[src/rtl/rr_arb_wgt.sv]
// Weighted round-robin arbiter: N requesters share one registered one-hot grant,
// each owner may keep the grant for up to its latched weight of consecutive cycles.
module rr_arb_wgt #(
  parameter int N  = 4,
  parameter int CW = 4,
  parameter int IW = $clog2(N)
) (
  input  logic            clk,
  input  logic            rst,
  input  logic            en,
  input  logic [N-1:0]    req,
  input  logic [N*CW-1:0] weight,
  output logic [N-1:0]    gnt,
  output logic [IW-1:0]   gnt_id,
  output logic            gnt_vld
);

  logic [IW-1:0] r_ptr;
  logic [CW-1:0] r_cnt;
  logic [CW-1:0] r_lim;
  logic [N-1:0]  r_gnt;
  logic [IW-1:0] r_gnt_id;
  logic          r_gnt_vld;

  logic          w_found;
  logic [IW-1:0] w_win;
  logic [CW-1:0] w_wsel;
  logic [CW-1:0] w_eff;
  logic [CW:0]   w_cnt_inc;
  logic          w_hold;

  // Cyclic search for the first requester after the last granted index.
  always_comb begin
    w_found = 1'b0;
    w_win   = {IW{1'b0}};
    for (int k = 1; k <= N; k++) begin
      if (!w_found && req[(int'(r_ptr) + k) % N]) begin
        w_found = 1'b1;
        w_win   = IW'((int'(r_ptr) + k) % N);
      end else begin
        w_found = w_found;
      end
    end
  end

  // Burst bookkeeping: extra MSB keeps cnt+1 from wrapping before the compare.
  always_comb begin
    w_wsel    = weight[int'(w_win)*CW +: CW];
    w_eff     = (w_wsel == {CW{1'b0}}) ? {{(CW-1){1'b0}}, 1'b1} : w_wsel;
    w_cnt_inc = {1'b0, r_cnt} + {{CW{1'b0}}, 1'b1};
    w_hold    = r_gnt_vld & req[r_gnt_id] & (w_cnt_inc < {1'b0, r_lim});
  end

  // Arbitration state: disable and idle clear the grant but keep the pointer.
  always_ff @(posedge clk or negedge rst) begin
    if (!rst) begin
      r_ptr     <= IW'(N - 1);
      r_cnt     <= {CW{1'b0}};
      r_lim     <= {CW{1'b0}};
      r_gnt     <= {N{1'b0}};
      r_gnt_id  <= {IW{1'b0}};
      r_gnt_vld <= 1'b0;
    end else if (!en) begin
      r_cnt     <= {CW{1'b0}};
      r_gnt     <= {N{1'b0}};
      r_gnt_id  <= {IW{1'b0}};
      r_gnt_vld <= 1'b0;
    end else if (w_hold) begin
      r_cnt     <= w_cnt_inc[CW-1:0];
    end else if (w_found) begin
      r_ptr     <= w_win;
      r_cnt     <= {CW{1'b0}};
      r_lim     <= w_eff;
      r_gnt     <= {{(N-1){1'b0}}, 1'b1} << w_win;
      r_gnt_id  <= w_win;
      r_gnt_vld <= 1'b1;
    end else begin
      r_cnt     <= {CW{1'b0}};
      r_gnt     <= {N{1'b0}};
      r_gnt_id  <= {IW{1'b0}};
      r_gnt_vld <= 1'b0;
    end
  end

  assign gnt     = r_gnt;
  assign gnt_id  = r_gnt_id;
  assign gnt_vld = r_gnt_vld;

endmodule

[config.mk]
export PLATFORM = sky130hd
export DESIGN_NAME = rr_arb_wgt
export DESIGN_NICKNAME = d
export VERILOG_FILES = /design/src/rtl/rr_arb_wgt.sv
export SDC_FILE = /design/constraint.sdc
export NUM_CORES = 1
export LEC_CHECK = 0
export CAP_MARGIN = 20
export CORE_ASPECT_RATIO = 0.6
export CORE_MARGIN = 4
export CORE_UTILIZATION = 46
export CTS_CLUSTER_DIAMETER = 100
export DETAILED_ROUTE_END_ITERATION = 7
export PLACE_DENSITY = 0.74
export SLEW_MARGIN = 0
export SYNTH_ARGS = -nofsm -noshare
export SYNTH_HDL_FRONTEND = slang
export SYNTH_SLANG_ARGS = --single-unit
[constraint.sdc]
create_clock -name clk -period 2.7 [get_ports clk]
set_clock_uncertainty 0.15 [all_clocks]
set_input_delay 0.54 -clock clk [delete_from_list [all_inputs] [get_ports clk]]
set_output_delay 0.54 -clock clk [all_outputs]
set_load 0.02 [all_outputs]
==> out/results.tsv <==
stage	metric	value	unit
setup_path	crit_fanout	8	
logic_synthesis	netlist_area	1110	sq um
logic_synthesis	ys.flop_type	dfrtp_1	
setup_path	worstSetupPathType	input pin to flop	
setup_path	slowest_stage	clkdlybuf4s50_1	
logic_synthesis	async_flop_share	100	%
clock_tree	ctsResizeCount	0	
logic_synthesis	ys_seq_elements	17	
global_route	grtUsageTotal	17.4	%
logic_synthesis	ys_seq_area_share	38.4	%
logic_synthesis	synth_top_family_by_area	compound AO/OA/AOI/OAI gates	
setup_path	rr_startpoint	r_cnt[0]	
logic_synthesis	synthAdderAreaFrac	4.49	%
logic_synthesis	synthMuxAreaShare	7.64	%
logic_synthesis	synth_warnings	0	
clock_tree	clk_pin_slew	0.06	ns
setup_path	crit_start	req[3]	
detailed_routing	dr_wl_met3	149	um
setup_path	critical-path-max-stage-delay	0.61	ns
setup_path	cp-start-kind	input pin	
sta	setup_violations	0	
detailed_routing	wl	2.64	mm
cells_and_area	area_delta_synth_final	36.6	%
floorplanning	dieArea	3300	sq um
power_and_ir_drop	p_leak	0.681	nW
sta	worst_pin_slew	0.741	ns
detailed_routing	ant_nets	0	
floorplanning	core_area	2230	sq um
logic_synthesis	synth_cell_type_count	46	
placement	portBuffers	29	
sta	period_minus_slack	2.51	ns
detailed_routing	wl_met1	1.28	mm
global_route	antenna_found_initial	0	
floorplanning	fp.dieW	71.5	um
flow_run	cap_violations	0	
clock_tree	clockBufferDepth	2	
cells_and_area	nets	167	
min_path	hp-class	flop to flop	
placement	dp_hpwl	2.17	mm
logic_synthesis	synth_edf_count	0	
sta	fin_crit_sh	92.9	%
floorplanning	start_util	50.0	%
global_route	grt_max_degree	18	
clock_tree	clkSinkCount	17	
logic_synthesis	synth_top_area_share	33.7	%
setup_path	worstPathRequired	2.68	ns
clock_tree	h-tree-depth	1	
detailed_routing	wl_per_cell	15.6	um
logic_synthesis	synth-xor-area-share	1.57	%
logic_synthesis	syn_inst	102	
detailed_routing	top_layer	met4	
detailed_routing	vias_per_cell	5.46	
clock_tree	cts_buffers	3	
logic_synthesis	yosys.area.top_type	dfrtp_1	
power_and_ir_drop	power.density	782	nW/um^2
clock_tree	tritoncts	built	
logic_synthesis	netlist_top_cells_area	dfrtp_1 34%, dfstp_2 4.7%, ha_1 4.5%	
cells_and_area	n_fill_cell	172	
setup_path	arrival	2.49	ns
run_status	outcome	completed	
placement	place.gp.congestion	0.794	
setup_path	rrSetupSlack	0.35	ns
setup_path	crit_path_end	r_lim[1]	
logic_synthesis	synth_nets	129	
sta	hold_viol	0	
cells_and_area	drive_above_1_share	19.4	%
sta	fmax	0.399	GHz
setup_path	worst_setup_path_end_kind	flop	
logic_synthesis	syn_area_per_cell	10.9	sq um
detailed_routing	drcViolationCount	0	
sta	whs	0.341	ns
detailed_routing	vias	923	
power_and_ir_drop	vdd_drop_max	0.000426	V
clock_tree	clockRootBuffer	clkbuf_8	
setup_path	r2r-end	gnt[3]	
setup_path	worst_r2r_path_depth	8	
detailed_routing	drtIter0Drc	70	
floorplanning	ios	30	
floorplanning	die_y	46.1	um
global_route	grt_pass1_wl	4.33	mm
cells_and_area	diodes	0	
clock_tree	worstSkewPairLatency	0.25	ns
floorplanning	row_count	13	
cells_and_area	post-route-util	68.3	%
logic_synthesis	synth-simple-area-share	18.2	%
global_route	overflow	0	
sta	maxSlewHeadroom	50.4	%
clock_tree	post_cts_buffers	0	
detailed_routing	firstDrtPassIters	4	
logic_synthesis	synth_compound_area_share	26.7	%
global_route	first_global_vias	940	
setup_path	path_cells	clkdlybuf4s50_1 > and2_1 > o22a_1 > a21boi_0 > a211oi_1 > nor2_1 > mux2_2	
detailed_routing	route.met2.wl	1.20	mm
sta	slew_viol_final	0	
clock_tree	cts_hold_buf	0	
sta	rsz0062_at_grt	false	
logic make-up after synthesis:
family                   count (synthesis)
AO/OA/AOI/OAI                           35
adder cells (fa/ha/maj)                  4
buffers and inverters                    8
multiplexers                             7
XOR/XNOR                                 2
AND/OR/NAND/NOR                         29
flip-flops                              17
worst min path at each step:
| stage | from | end | cells past startpoint | slack, ns |
|---|---|---|---|---|
| floorplan | rst | gnt[0] | 0 | 0.09 |
| global placement | r_cnt[0] | r_cnt[0] | 1 | 0.33 |
| detailed placement | r_cnt[0] | r_cnt[0] | 1 | 0.33 |
| CTS | r_cnt[0] | r_cnt[0] | 1 | 0.34 |
| global route | gnt[0] | gnt[0] | 1 | 0.36 |
| finish | r_cnt[0] | r_cnt[0] | 1 | 0.34 |
layout make-up:
| cell class | count | area [sq um] | share of cell area [%] |
|---|---|---|---|
| Clock buffer | 4 | 45.0 | 2.96 |
| Multi-Input combinational cell | 77 | 653 | 42.9 |
| Sequential cell | 17 | 428 | 28.1 |
| Tap cell | 30 | 37.5 | 2.47 |
| Timing Repair Buffer | 35 | 335 | 22.0 |
| Inverter | 6 | 22.5 | 1.48 |
cell usage in the layout (no fill, tap or decap), types with 2 or more instances in the layout:
master	instances
mux2_2	2
inv_1	6
nand2b_1	2
nor2b_1	2
clkdlybuf4s50_1	29
a21boi_0	5
nand2_1	2
o41ai_2	2
o21ai_0	6
a32o_1	2
a21oi_1	2
mux2i_1	4
dfrtp_1	15
nor2_1	3
dfstp_2	2
and3_1	4
clkbuf_8	3
and2_1	4
buf_4	6
nand3_1	4
ha_1	4
a22o_1	2
a211oi_1	2
synth_stat cells, types with 2 or more instances:
| cell type | number |
|---|---|
| ha_1 | 4 |
| a22o_1 | 2 |
| inv_1 | 6 |
| nand2b_1 | 2 |
| mux2_2 | 2 |
| and3_1 | 4 |
| mux2i_1 | 4 |
| o21ai_0 | 6 |
| dfrtp_1 | 15 |
| nor2b_1 | 2 |
| dfstp_2 | 2 |
| nor2_1 | 3 |
| and2_1 | 4 |
| a21boi_0 | 5 |
| nand3_1 | 4 |
| a32o_1 | 2 |
| o41ai_2 | 2 |
| nand2_1 | 2 |
| buf_2 | 2 |
| a21oi_1 | 2 |
| a211oi_1 | 2 |
worst max-delay path: cells and delay by family:
kind                   cells  cell delay [ns]
AO/OA/AOI/OAI              3             0.77
buffers and inverters      1             0.61
multiplexers               1             0.28
AND/OR/NAND/NOR            2             0.28
state kept, by name, indices dropped and copies added (netlist names):
signal,flops
gnt,4
r_lim,4
r_ptr,2
gnt_id,2
gnt_vld,1
r_cnt,4
layer usage:
| layer | vias up | global-route usage (%) |
|---|---|---|
| li1 | 457 | - |
| met4 | 0 | 2.25 |
| met2 | 23 | 28.8 |
| met5 | - | 0 |
| met3 | 2 | 5.88 |
| met1 | 441 | 23.0 |
per-stage QoR:
step	power, mW	instance area (sq um)	setup WS (ns)	std cells	TNS, ns
floorplan	0.788	1110	0.282	102	0
global placement	0.992	1480	0.0163	165	0
detailed placement	1.01	1480	-0.0431	165	-0.0431
CTS	1.20	1520	0.220	169	0
global route	1.27	1520	0.101	169	0
finish	1.19	1520	0.192	169	0
power breakdown:
| group | switching, mW | leakage [nW] | total, mW | internal [mW] |
|---|---|---|---|---|
| Clock | 0.0802 | 0.0228 | 0.185 | 0.105 |
| Sequential | 0.0526 | 0.215 | 0.389 | 0.336 |
| Combinational | 0.314 | 0.444 | 0.616 | 0.302 |
No activity file was read; power rests on OpenSTA's default activity.
==> variant 1: new RTL, config.mk and constraints unchanged <==
Change the parameter `CW` from 4 to 5.
--- a/src/rtl/rr_arb_wgt.sv
+++ b/src/rtl/rr_arb_wgt.sv
@@ -2,7 +2,7 @@
 // each owner may keep the grant for up to its latched weight of consecutive cycles.
 module rr_arb_wgt #(
   parameter int N  = 4,
-  parameter int CW = 4,
+  parameter int CW = 5,
   parameter int IW = $clog2(N)
 ) (
   input  logic            clk,
Interface: changed (resized weight); port bits go from 30 to 34. The function was not compared with the original's and may differ.
==> variant 1 against the unedited design <==
Sequential share of layout area up 0.47 points; wire length grew 10%; sequential cell count is 2 higher; hold slack better by 15 ps; total power up 6.0%; synthesized area rose by 5.1%; setup slack got worse by 87 ps; critical path depth is 1 higher; cell area up 9.9%.
==> variant 1: results (changes against the unedited design) <==
stage;metric;value;unit;change
run_status;status;complete, no violations;;
clock_tree;cts_buffers;3;;unchanged
worst_setup_path;rr_endpoint;r_lim[0];;
routing;dr.pass1.iters;4;;unchanged
global_routing;grtUsageTotal;19.6;%;+2.2 points
global_routing;grt_pass1_wl;4.98;mm;+15%
power_and_ir_drop;vdd_drop_max;489;uV;+15%
worst_setup_path;regToRegSetupSlack;220;ps;-130 ps
clock_tree;cts_setup_buffers;0;;unchanged
synthesis;yosysWarnings;0;;unchanged
placement;placed_cell_area;1630;sq um;+10%
clock_tree;path_clk_slew;80;ps;+20 ps
synthesis;yosys-top-cells-area;dfrtp_1 (36%), mux2i_1 (11%), ha_1 (5.3%), dfstp_2 (4.5%), o21ai_0 (3.4%);;
routing;vias;1003;;+8.7%
worst_setup_path;startpoint;req[0];;
routing;wirelength;2.90;mm;+10%
timing;tightestPinTransition;243;ps;-498 ps
clock_tree;htreeDepth;1;;unchanged
clock_tree;clk-insertion-delay-late;260;ps;
routing;vias_per_cell;5.31;;-2.8%
worst_setup_path;worstPathMaxFanout;11;;+3
synthesis;syn_nets;143;;+11%
cells_and_area;nets;192;;+15%
synthesis;synthArstFlopShare;100;%;unchanged
worst_setup_path;critPathMaxStageDelay;510;ps;-100 ps
min_path;hold_path.startpoint;gnt[1];;
placement;gp_congestion;0.810;;+2.0%
cells_and_area;fill_cells;173;;+0.58%
worst_setup_path;critical_path_arrival;2630;ps;+140 ps
cells_and_area;drive_above_1_share;17.6;%;-1.8 points
global_routing;antenna_found_initial;0;;unchanged
placement;post-dp-hpwl;2.41;mm;+11%
worst_setup_path;timing.rr.start;r_ptr[1];;
cells_and_area;num_antenna_cells;0;;unchanged
min_path;min_path_type;register to register;;
synthesis;synth_seq_area_share;40.9;%;+2.4 points
placement;port_buffers;33;;+14%
clock_tree;cts_buffer_depth;2;;unchanged
power_and_ir_drop;leakage;0.792;nW;+16%
worst_setup_path;cpMaxStageDelayCell;or4_1;;
global_routing;grt_pass1_vias;1052;;+12%
worst_setup_path;critical_path_class;primary input to register;;
clock_tree;post_cts_resized;0;;unchanged
synthesis;synth_commonest_cells;dfrtp_1 (17), mux2i_1 (13), inv_1 (10), nand2_1 (8), o21ai_0 (8);;
clock_tree;root_buffer;clkbuf_8;;
global_routing;grt_max_degree;20;;+2
synthesis;netlist_instances;111;;+8.8%
routing;drt_iter0_markers;81;;+16%
synthesis;synth_cell_types;36;;-22%
synthesis;synth.top_cell.area_share;36.4;%;+2.7 points
worst_setup_path;rr_worst_depth;6;;-2
## variant 1: worst min-delay path by stage
stage / to / cells after the start
finish: gnt[1] / 1
global route: gnt[3] / 1
CTS: gnt[1] / 1
detailed placement: gnt[1] / 1
global placement: gnt[1] / 1
floorplan: gnt[0] / 0
## variant 1: through the flow
stage	setup WS [ps]	power (W)	hold WS (ps)	setup TNS, ps
6_report	105	0.00126	357	0
5_1_grt	10.4	0.00135	389	0
4_1_cts	95.2	0.00127	361	0
3_5_place_dp	-180	0.00106	345	-180
3_3_place_gp	-142	0.00104	341	-142
2_1_floorplan	425	0.000810	94.4	0
## variant 1: kinds of logic after synthesis
group	count (synthesis)	share of synthesized area [%]
XOR/XNOR	3	2.25
multiplexers	16	15.3
AO/OA/AOI/OAI	28	18.4
AND/OR/NAND/NOR	26	11.4
flip-flops	19	40.9
adder cells (fa/ha/maj)	5	5.35
buffers and inverters	14	6.42
## variant 1: area by class of cell
cell class	instances	area, sq um	area share, %
Clock buffer	3	41.3	2.47
Clock inverter	1	5.00	0.299
Inverter	10	37.5	2.25
Multi-Input combinational cell	78	617	36.9
Sequential cell	19	478	28.6
Tap cell	30	37.5	2.25
Timing Repair Buffer	48	455	27.2
## variant 1: report_power, final
| part | leakage, nW | switching, W | internal, W | total (W) |
|---|---|---|---|---|
| Combinational | 0.524 | 0.000288 | 0.000337 | 0.000625 |
| Clock | 0.0255 | 0.0000984 | 0.000103 | 0.000201 |
| Sequential | 0.242 | 0.0000619 | 0.000373 | 0.000435 |
## variant 1: critical path: cells and delay by family
| family | cells | cell delay [ps] |
|---|---|---|
| muxes | 2 | 380 |
| buffers and inverters | 2 | 630 |
| AOI/OAI and AO/OA | 3 | 560 |
| and+or+nand+nor | 1 | 510 |
## variant 1: layer usage
layer	wire [microns]	vias to the layer above	share of wire [%]	GRT usage, %
met3	132	9	4.6	5.56
met4	56	0	1.9	7.35
met5	0	-	0	0
met2	1290	26	44	30.6
met1	1420	473	49	26.4
li1	-	495	-	-
==> variant 2: new RTL, config.mk and constraints unchanged <==
Made on the original files. Make the reset (`rst`) synchronous in one clocked block.
--- a/src/rtl/rr_arb_wgt.sv
+++ b/src/rtl/rr_arb_wgt.sv
@@ -52,7 +52,7 @@
   end
 
   // Arbitration state: disable and idle clear the grant but keep the pointer.
-  always_ff @(posedge clk or negedge rst) begin
+  always_ff @(posedge clk) begin
     if (!rst) begin
       r_ptr     <= IW'(N - 1);
       r_cnt     <= {CW{1'b0}};
Check against the original RTL: differs if rst is asserted again (counterexample within 4 cycles, from zero or initial values and one cycle with rst low); with rst held inactive, the same outputs for 4 cycles.
==> variant 2 against the unedited design <==
Synthesized area fell by 8.7%; setup slack improved by 4.7 ps; sequential cell count did not move; wire length rose by 1.7%; cell area fell by 7.9%; hold slack got worse by 25 ps; critical path depth rose by 1.
Power is not compared: it rests on default switching activity, and its combinational part moved more than twofold at a synthesized area within 25%.
==> variant 2: results (changes against the unedited design) <==
stage;metric;value;unit;change
placement;placed_cell_area;1360;sq um;-8.1%
synthesis;synthArstFlopShare;0;%;-100 points
global_routing;grt_pass1_wl;4.23;mm;-2.2%
synthesis;yosys-top-cells-area;dfxtp_1 (33%), a22o_1 (5.2%), ha_1 (4.9%), nand2_1 (4.1%), nor4b_1 (3.4%);;
synthesis;netlist_instances;112;;+9.8%
placement;dp.cells;170;;+3.0%
routing;vias_per_cell;5.76;;+5.4%
routing;wirelength;2.68;mm;+1.7%
synthesis;synth_commonest_cells;dfxtp_1 (17), nand2_1 (11), inv_1 (7), a22o_1 (6), nor2_1 (5);;
global_routing;grt_pass1_vias;924;;-1.7%
synthesis;synth_xor_area_share;1.72;%;+0.15 points
global_routing;grt_max_degree;11;;-7
cells_and_area;fill_cells;165;;-4.1%
worst_setup_path;worstPathMaxFanout;4;;-4
timing;fmax;0.400;GHz;+0.19%
run_status;status;complete, no violations;;
synthesis;synth_cell_types;39;;-15%
placement;post-dp-hpwl;2.18;mm;+0.12%
cells_and_area;multi_input_area;642;sq um;-1.7%
timing;slew_headroom;59.7;%;+9.3 points
synthesis;synth-compound-area-share;29.9;%;+3.1 points
global_routing;grtUsageTotal;19.1;%;+1.7 points
worst_setup_path;critPathMaxStageDelay;410;ps;-200 ps
synthesis;synth_seq_area_share;33.5;%;-5.0 points
die;num_rows;12;;-1
worst_setup_path;cpMaxStageDelayCell;o21ai_0;;
placement;pre_cts_ws;-50.9;ps;-7.73 ps
cells_and_area;drive_above_1_share;11.0;%;-8.5 points
timing;whs;317;ps;-24.6 ps
-- variant 2: layout make-up --
class	count	share of cell area, %
flip-flops and latches	17	24.3
multi-input cells	86	45.8
repair buffers	32	22.3
clock buffers	4	3.21
well taps	28	2.50
inverters	7	1.88
-- variant 2: report_power, final --
part	internal, W	switching [W]	total [W]
sequential	0.000267	0.0000124	0.000280
clock	0.000105	0.0000831	0.000188
combinational	0.0000993	0.0000935	0.000193
-- variant 2: metal layers --
metal / wire length, microns / part of all wire [%] / vias up / global-route usage [%]
li1: - / - / 489 / -
met5: 0 / 0 / - / 0
met4: 43 / 1.6 / 0 / 7.36
met3: 168 / 6.3 / 7 / 5.58
met1: 1310 / 49 / 469 / 26.3
met2: 1160 / 43 / 37 / 28.1
-- variant 2: worst paths after layout --
check,depth (start not counted),endpoint,start
min reg2reg,2,r_lim[3],r_lim[3]
max,8,gnt[3],r_cnt[0]
max reg2reg,8,gnt[3],r_cnt[0]
min,2,r_lim[3],r_lim[3]
